$ cat src/rtl/i2s_serializer_pkg.sv
// sftb_audio_pkg: shared audio framing constants and sample type for the I2S serializer
package sftb_audio_pkg;
  localparam int SAMPLE_W = 32;
  localparam int CHAN_W = 16;
  localparam int SLOTS_PER_FRAME = 32;
  localparam int BCLK_DIV_DEF = 4;
  localparam int FIFO_DEPTH_DEF = 4;
  localparam int SLOT_W = $clog2(SLOTS_PER_FRAME);
  typedef logic [SAMPLE_W-1:0] sample_t;
endpackage

$ cat src/rtl/i2s_serializer_if.sv
// i2s_serializer_if: sample handshake into the serializer and the I2S lines out of it
interface i2s_serializer_if;
  import sftb_audio_pkg::*;
  sample_t x;
  logic x_valid;
  logic x_ready;
  logic bclk;
  logic lrclk;
  logic sdata;
  logic underrun;
  modport master(output x, x_valid, input x_ready, bclk, lrclk, sdata, underrun);
  modport slave(input x, x_valid, output x_ready, bclk, lrclk, sdata, underrun);
endinterface

$ cat src/rtl/i2s_serializer_sample_fifo.sv
// sample_fifo: single-clock sample FIFO; caller guarantees no push when full and no pop when empty
module sample_fifo #(
  parameter int W = 32,
  parameter int DEPTH = 4
) (
  input  logic                     clk,
  input  logic                     rst,
  input  logic                     push_i,
  input  logic                     pop_i,
  input  logic [W-1:0]             din_i,
  output logic [W-1:0]             dout_o,
  output logic                     full_o,
  output logic                     empty_o,
  output logic [$clog2(DEPTH):0]   count_o
);
  localparam int AW = $clog2(DEPTH);
  logic [W-1:0] mem_q [DEPTH];
  logic [AW-1:0] wr_q, rd_q;
  logic [AW:0] cnt_q;
  assign dout_o = mem_q[rd_q];
  assign full_o = cnt_q == (AW+1)'(DEPTH);
  assign empty_o = cnt_q == '0;
  assign count_o = cnt_q;
  // storage array, no reset needed since reads are gated by occupancy
  always_ff @(posedge clk)
    if (push_i) mem_q[wr_q] <= din_i;
  // pointers wrap naturally at the power-of-two depth; occupancy tracks push minus pop
  always_ff @(posedge clk or posedge rst)
    if (rst) begin
      wr_q <= '0;
      rd_q <= '0;
      cnt_q <= '0;
    end else begin
      if (push_i) wr_q <= wr_q + 1'b1;
      if (pop_i) rd_q <= rd_q + 1'b1;
      cnt_q <= cnt_q + (AW+1)'(push_i) - (AW+1)'(pop_i);
    end
endmodule

$ cat src/rtl/i2s_serializer.sv
// i2s_serializer: buffers stereo samples and shifts them out as I2S with one-bit delay
module i2s_serializer import sftb_audio_pkg::*; #(
  parameter int BCLK_DIV = BCLK_DIV_DEF,
  parameter int FIFO_DEPTH = FIFO_DEPTH_DEF
) (
  input logic c,
  input logic r,
  i2s_serializer_if.slave bus
);
  logic [7:0] div_q;
  logic bclk_q, lrclk_q, sdata_q, underrun_q, dly_q;
  logic [SLOT_W-1:0] slot_q, slot_d;
  sample_t sh_q, head;
  logic wrap, slot_ev, frame_ev, push, pop, full, empty;
  logic [$clog2(FIFO_DEPTH):0] count_unused;
  assign wrap = div_q == 8'(BCLK_DIV - 1);
  assign slot_ev = wrap && bclk_q;
  assign slot_d = slot_q + 1'b1;
  assign frame_ev = slot_ev && slot_q == '1;
  assign push = bus.x_valid && bus.x_ready;
  assign pop = frame_ev && !empty;
  assign bus.x_ready = !full;
  assign bus.bclk = bclk_q;
  assign bus.lrclk = lrclk_q;
  assign bus.sdata = sdata_q;
  assign bus.underrun = underrun_q;
  sample_fifo #(.W(SAMPLE_W), .DEPTH(FIFO_DEPTH)) u_fifo (
    .clk(c),
    .rst(r),
    .push_i(push),
    .pop_i(pop),
    .din_i(bus.x),
    .dout_o(head),
    .full_o(full),
    .empty_o(empty),
    .count_o(count_unused)
  );
  // bit clock divider, slot sequencing, and the shift path; everything moves on the bclk falling edge
  always_ff @(posedge c or posedge r)
    if (r) begin
      div_q <= '0;
      bclk_q <= 1'b0;
      slot_q <= '1;
      lrclk_q <= 1'b0;
      sdata_q <= 1'b0;
      underrun_q <= 1'b0;
      sh_q <= '0;
      dly_q <= 1'b0;
    end else begin
      div_q <= wrap ? '0 : div_q + 8'd1;
      if (wrap) bclk_q <= !bclk_q;
      underrun_q <= frame_ev && empty;
      if (slot_ev) begin
        slot_q <= slot_d;
        lrclk_q <= slot_d[SLOT_W-1];
        sdata_q <= frame_ev ? dly_q : sh_q[SAMPLE_W-1];
        sh_q <= frame_ev ? (empty ? '0 : head) : {sh_q[SAMPLE_W-2:0], 1'b0};
        if (slot_q == SLOT_W'(SLOTS_PER_FRAME - 2)) dly_q <= sh_q[SAMPLE_W-2];
      end
    end
endmodule
$ cat src/flat_wrapper.sv
// flat-port wrapper written by rule: the top's interface ports become plain ports
module i2s_serializer_flat import sftb_audio_pkg::*;
#(
  parameter int BCLK_DIV = BCLK_DIV_DEF,
  parameter int FIFO_DEPTH = FIFO_DEPTH_DEF
)
  (c, r, bus_x, bus_x_valid, bus_x_ready, bus_bclk, bus_lrclk, bus_sdata, bus_underrun);
  i2s_serializer_if bus_i ();
  input logic c;
  input logic r;
  input wire logic [$bits(bus_i.x)-1:0] bus_x;
  input wire logic [$bits(bus_i.x_valid)-1:0] bus_x_valid;
  output wire logic [$bits(bus_i.x_ready)-1:0] bus_x_ready;
  output wire logic [$bits(bus_i.bclk)-1:0] bus_bclk;
  output wire logic [$bits(bus_i.lrclk)-1:0] bus_lrclk;
  output wire logic [$bits(bus_i.sdata)-1:0] bus_sdata;
  output wire logic [$bits(bus_i.underrun)-1:0] bus_underrun;
  assign bus_i.x = bus_x;
  assign bus_i.x_valid = bus_x_valid;
  assign bus_x_ready = bus_i.x_ready;
  assign bus_bclk = bus_i.bclk;
  assign bus_lrclk = bus_i.lrclk;
  assign bus_sdata = bus_i.sdata;
  assign bus_underrun = bus_i.underrun;
  i2s_serializer #(.BCLK_DIV(BCLK_DIV), .FIFO_DEPTH(FIFO_DEPTH)) u_core (.c(c), .r(r), .bus(bus_i));
endmodule
$ cat config.mk
export PLATFORM = sky130hd
export DESIGN_NAME = i2s_serializer_flat
export DESIGN_NICKNAME = d
export VERILOG_FILES = /design/src/rtl/i2s_serializer_pkg.sv /design/src/rtl/i2s_serializer_if.sv /design/src/rtl/i2s_serializer_sample_fifo.sv /design/src/rtl/i2s_serializer.sv /design/src/flat_wrapper.sv
export SDC_FILE = /design/constraint.sdc
export NUM_CORES = 1
export LEC_CHECK = 0
export BUFFER_PORTS_ARGS = -buffer_cell sky130_fd_sc_hd__buf_2
export CORE_AREA = 10 10 148 150
export DETAILED_ROUTE_END_ITERATION = 10
export DIE_AREA = 0 0 158 160
export GPL_ROUTABILITY_DRIVEN = 1
export PLACE_DENSITY_LB_ADDON = 0.08
export SLEW_MARGIN = 25
export SYNTH_ARGS = -nofsm -noshare
export SYNTH_HDL_FRONTEND = slang
export SYNTH_SLANG_ARGS = --single-unit
$ cat constraint.sdc
create_clock -name c -period 3.8 [get_ports c]
set_input_delay 1.14 -clock c [delete_from_list [all_inputs] [get_ports c]]
set_output_delay 1.14 -clock c [all_outputs]
set_load 0.01 [all_outputs]
; Word level (Yosys, flattened, before mapping)
; Memories as Yosys holds them, arrays and structs flattened.
; Cells that the tools add are included.
[totals]
elab_cells = 38
register_bits = 57
ram_bits = 128
in_bits = 35
output_inout_bits = 5
memories = 1
[classes]
eq_ne = 4
n_addsub = 6
reduce_logical = 10
muxes = 6
[mem_list]
columns = name, depth, width, read_ports, rd_ports_with_merged_regs, write_ports, line_no
row1 = u_core.u_fifo.mem_q, 4, 32, 1, 0, 1, i2s_serializer_sample_fifo.sv:17  ; logic [W-1:0] mem_q [DEPTH];
[op_table]
columns = op, count
row1 = 2-to-1 mux 32 bit, 2
row2 = "equality test 5 bit, second input constant", 2
row3 = "adder 8 x 1 -> 8 bit, second input constant", 1
row4 = "equality test 8 x 2 -> 1 bit, second input constant", 1
row5 = 2-to-1 mux 8 bit, 1
row6 = "adder 5 x 1 -> 5 bit, second input constant", 1
row7 = logical AND 1 bit, 5
row8 = "adder 2 x 1 -> 2 bit, second input constant", 2
row9 = adder 3 x 1 -> 3 bit, 1
row10 = "equality test 3 bit, second input constant", 1
row11 = zero test 1 bit, 3
row12 = zero test 3 bit, 1
row13 = 2-to-1 mux 1 bit, 3
row14 = subtractor 3 x 1 -> 3 bit, 1
row15 = AND reduction 2 bit, 1

; Logic depth before layout (Yosys ltp)
[depth]
ltp_word = 5
ltp_mapped = 12
depth_no_buf = 12

; Cells and area by module
; A second synthesis with hierarchy kept.
[unflattened]
cells_unflattened = 426
area_unflattened_um2 = 7647.3
[modules_own_cells]
columns = module, n_inst, area_per_inst_um2, seq_area_each_um2, cells_each
row1 = sample_fifo, 1, 5058.6, 4018.9, 203
row2 = i2s_serializer, 1, 2588.7, 1257.5, 223

; Worst setup path before layout
; Ideal clock, no wire load.
[synth_path]
kind = reg2reg
startpoint = reg u_core.slot_q[1]
endpoint = reg u_core.u_fifo.cnt_q[2] (netlist: u_core.u_fifo.count_o[2])
path_stages_with_launch = 13
t_arrival_ps = 2561
path_buffers = 0
period_less_slack_ps = 2687
required_ps = 3674
setup_time_ps = 126
path_slack_ps = 1113
path_cell_list = dfstp_2 > ha_1 > and3_1 > ha_1 > o31a_1 > and3_1 > ha_1 > inv_1 > ha_1 > inv_1 > fa_1 > xnor2_1 > xnor2_1
[synth_between]
elab_chain_len = 4
[synth_lines]
columns = element, line_no
row1 = start: declaration, i2s_serializer.sv:12  ; logic [SLOT_W-1:0] slot_q, slot_d;
row2 = start signal: assignment, i2s_serializer.sv:54  ; slot_q <= slot_d;
row3 = equality test 5 bit, i2s_serializer.sv:19  ; assign frame_ev = slot_ev && slot_q == '1;
row4 = logical AND 1 bit, i2s_serializer.sv:19
row5 = logical AND 1 bit, i2s_serializer.sv:21  ; assign pop = frame_ev && !empty;
row6 = named net u_core.pop, i2s_serializer.sv:14  ; logic wrap, slot_ev, frame_ev, push, pop, full, empty;
row7 = subtractor 3 x 1 -> 3 bit, i2s_serializer_sample_fifo.sv:36  ; cnt_q <= cnt_q + (AW+1)'(push_i) - (AW+1)'(pop_i);
row8 = end signal: assignment, i2s_serializer_sample_fifo.sv:36
row9 = end: declaration, i2s_serializer_sample_fifo.sv:19  ; logic [AW:0] cnt_q;
; The timed path passes the listed nets, and every way through them passes these cells.
; A chain may end at the register's enable or synchronous reset.

; Final worst setup path
; Same ends and word-level chain as after synthesis.

==> metrics <==
outcome=completed; Place WS=1.10 ns; most used cell, CP=ha_1; number of max-cap violations=0; Vias=approximately 3800; Area Growth Syn to Fin=13.7%; Final setup viols=0; Nets=534; area of the multi-input gates=0.00199 mm²; Cell Rows=51; H-tree levels=4; Top Ports=40; total CTS buffers=17; wire per inst=between 15 and 20 µm; Finished Cell Area=about 0.0085 mm²; Clock Latency Late Sink=approximately 0.42 ns; Crit path largest cell delay=0.55 ns; I/O Buffers=39; Worst VDD drop=0.310 mV; yosys warns=0; critical-path cell list=ha_1 > and3_1 > ha_1 > o31a_1 > and3_1 > ha_1 > inv_1 > ha_1 > inv_1 > fa_1 > xnor2_1 > xnor2_1; clock skew=0.0122 ns; Crit Path Category=flip-flop to flip-flop; slack of the critical path=between 1 and 1.5 ns; Hold Crit Class=flip-flop to flip-flop; combinational share of power=9.8%; setup_tns=0 ns; CTS resizes=0; vias per cell=a little over 5; Hold Crit Start=u_core.bus.bclk; CP Buf/Inv Count=2; Overflow after GRT=0; maximum clock rate=377 MHz; vias in the first global route=about 4100; Clock power frac=between 30% and 40%; syn_area_per_cell=around 17 µm²; first-pass GRT wire length=23500 µm; Yosys cell types=32; core area=approximately 0.019 mm²; fillcell total=1649; Pins Over Slew Limit=0; share of layout cells above drive strength 1=25.3%; Mapped Nets=489; register area share after synthesis=70.5%; sw power=1.11 mW; Crit-path slowest cell=dfstp_2; Req. time, crit path=between 4 and 5 ns; die area=0.0253 mm²; initial DRC count=180; cell taking the most area after synthesis=edfxtp_1; Tcrit/Tclk final=between 60% and 70%; gr usage total=12.1%; non-filler cells, final=739; worst slew pin tran=0.938 ns; DP HPWL=8260 µm; share of power burned in registers=a little over half; cell internal pwr=between 3 and 4 mW; Largest delay share family, worst path=adder cells; storage element area=~0.0053 mm²; worst-case clock buffer depth=2; dpl cells=707; pin count of the biggest net entering global routing=44; setup repair bufs after CTS=0; RSZ-0062 raised after global routing=false; Tmin final=2.66 ns; worst hold slack=between 0.4 and 0.5 ns; Die Y=160 µm; Leakage=3.16 nW; Final Hold Fails=0; die width=between 150 and 200 µm; CP Launch Point=u_core.slot_q[1]; DRC violations left=0; Worst-path clk slew=about 0.06 ns; Initial DRT Pass Iterations=4; CTS tree=yes; initial antenna violation count=0; largest fanout on the critical path=4; routed wire length=14400 µm; largest cells by area after synthesis=edfxtp_1 (51%), dfrtp_1 (17%), mux4_2 (9.6%); Post-Place Cell Area=0.00791 mm²; register bit count reported by yosys=185; synthesized area=0.00748 mm²; Max-Slew Margin vs Limit=37.5%; share of the synthesized area in the top cell type=51.4%; Sw Share=23.0%; RD Place Congestion=0.746; CTS root buf=clkbuf_16; worst flop-to-flop path startpoint=u_core.slot_q[1]; Syn Inst Count=443; CP Capture Type=flip-flop; CTS Hold Bufs=0; Detail Route Antenna Nets=0; CTS sink count=185; type of origin of the critical path=flip-flop; PwrDens=568 mW/mm²; crit path DAT=2.95 ns; n_diodes=0; starting density of the core=between 30% and 40%
[power by group through the flow]
stage | Combinational, mW | Sequential [mW] | Clock [mW]
after floorplan | 0.295 | 2.60 | 0
after global placement | 0.495 | 2.61 | 0
after detailed placement | 0.496 | 2.62 | 0
after CTS | 0.498 | 2.58 | 1.83
after global routing | 0.527 | 2.60 | 1.92
final | 0.473 | 2.58 | 1.78
[metrics by stage]
stage               util (%)  power (mW)
floorplan                  -        2.89
global placement        41.5        3.11
detailed placement      41.5        3.12
CTS                     44.6        4.91
global route            44.6        5.05
finish                  44.6        4.83
[layout make-up]
cell class                      count  area share [%]
Clock buffer                       21            5.29
Tap cell                          238            3.50
Sequential cell                   185            62.0
Inverter                            8           0.353
Timing Repair Buffer               52            3.73
Clock inverter                     11            1.72
Multi-Input combinational cell    224            23.4
[state kept, by name, summed over array words and instances (netlist names), 2 cells and up]
signal / cells
u_core.div_q: 8
u_core.sh_q: 32
u_core.slot_q: 5
u_core.u_fifo.count_o: 3
u_core.u_fifo.mem_q: 128
u_core.u_fifo.rd_q: 2
u_core.u_fifo.wr_q: 2
[cells by family (layout without fill, tap and decap cells)]
logic type,count (synthesis),count (layout),share of synthesized area [%]
AND/OR/NAND/NOR,62,62,5.77
multiplexers,37,37,10.4
adder cells (fa/ha/maj),11,11,1.94
XOR/XNOR,15,15,1.76
flip-flops,185,185,70.5
AO/OA/AOI/OAI,99,99,6.72
buffers and inverters,34,92,2.91
[layout by cell type (no fill, tap or decap), types with 2 or more instances in the layout]
master / count
a21oi_1: 97
and3_1: 10
buf_12: 2
buf_2: 39
buf_4: 11
bufinv_16: 3
clkbuf_1: 3
clkbuf_16: 17
clkinv_2: 3
clkinv_4: 2
clkinvlp_4: 2
dfrtp_1: 51
dfstp_2: 5
edfxtp_1: 128
ha_1: 10
inv_1: 7
mux2_1: 2
mux4_2: 32
nand3_1: 8
nor2_1: 2
nor2b_1: 32
nor4b_4: 3
xnor2_1: 13
xor2_1: 2
[metal layers]
metal  GRT usage [%]  vias up  wire length [µm]
li1                -     1781                 -
met1            16.3     1974              6800
met2            18.9       51              7100
met3            2.79       12               362
met4            4.25        0               165
met5               0        -                 0
[cells in the mapped netlist]
cell type,number
a21oi_1,97
a22o_1,1
and2_1,1
and2_4,1
and3_1,10
and4_1,1
buf_2,6
buf_4,8
buf_6,7
clkbuf_1,5
dfrtp_1,52
dfstp_2,5
edfxtp_1,128
fa_1,1
ha_1,10
inv_1,8
mux2_1,2
mux2_2,1
mux2_4,1
mux2i_1,1
mux4_2,32
nand2_1,1
nand3_1,8
nand4_1,1
nor2_1,2
nor2b_1,32
nor3_1,1
nor4b_4,3
o31a_1,1
or3b_4,1
xnor2_1,13
xor2_1,2
[worst paths after layout]
check / to / slack (ns) / cells after the start
worst min-delay path: u_core.bus.bclk / 0.49 / 1
max in group asynchronous: u_core.slot_q[2] / 2.51 / 3
worst max register to register: u_core.u_fifo.count_o[2] / 1.14 / 12
worst min register to register: u_core.bus.bclk / 0.49 / 1
worst max-delay path: u_core.u_fifo.count_o[2] / 1.14 / 12
min in group asynchronous: u_core.div_q[7] / 0.68 / 2
Power figures use the tool's default switching activity.
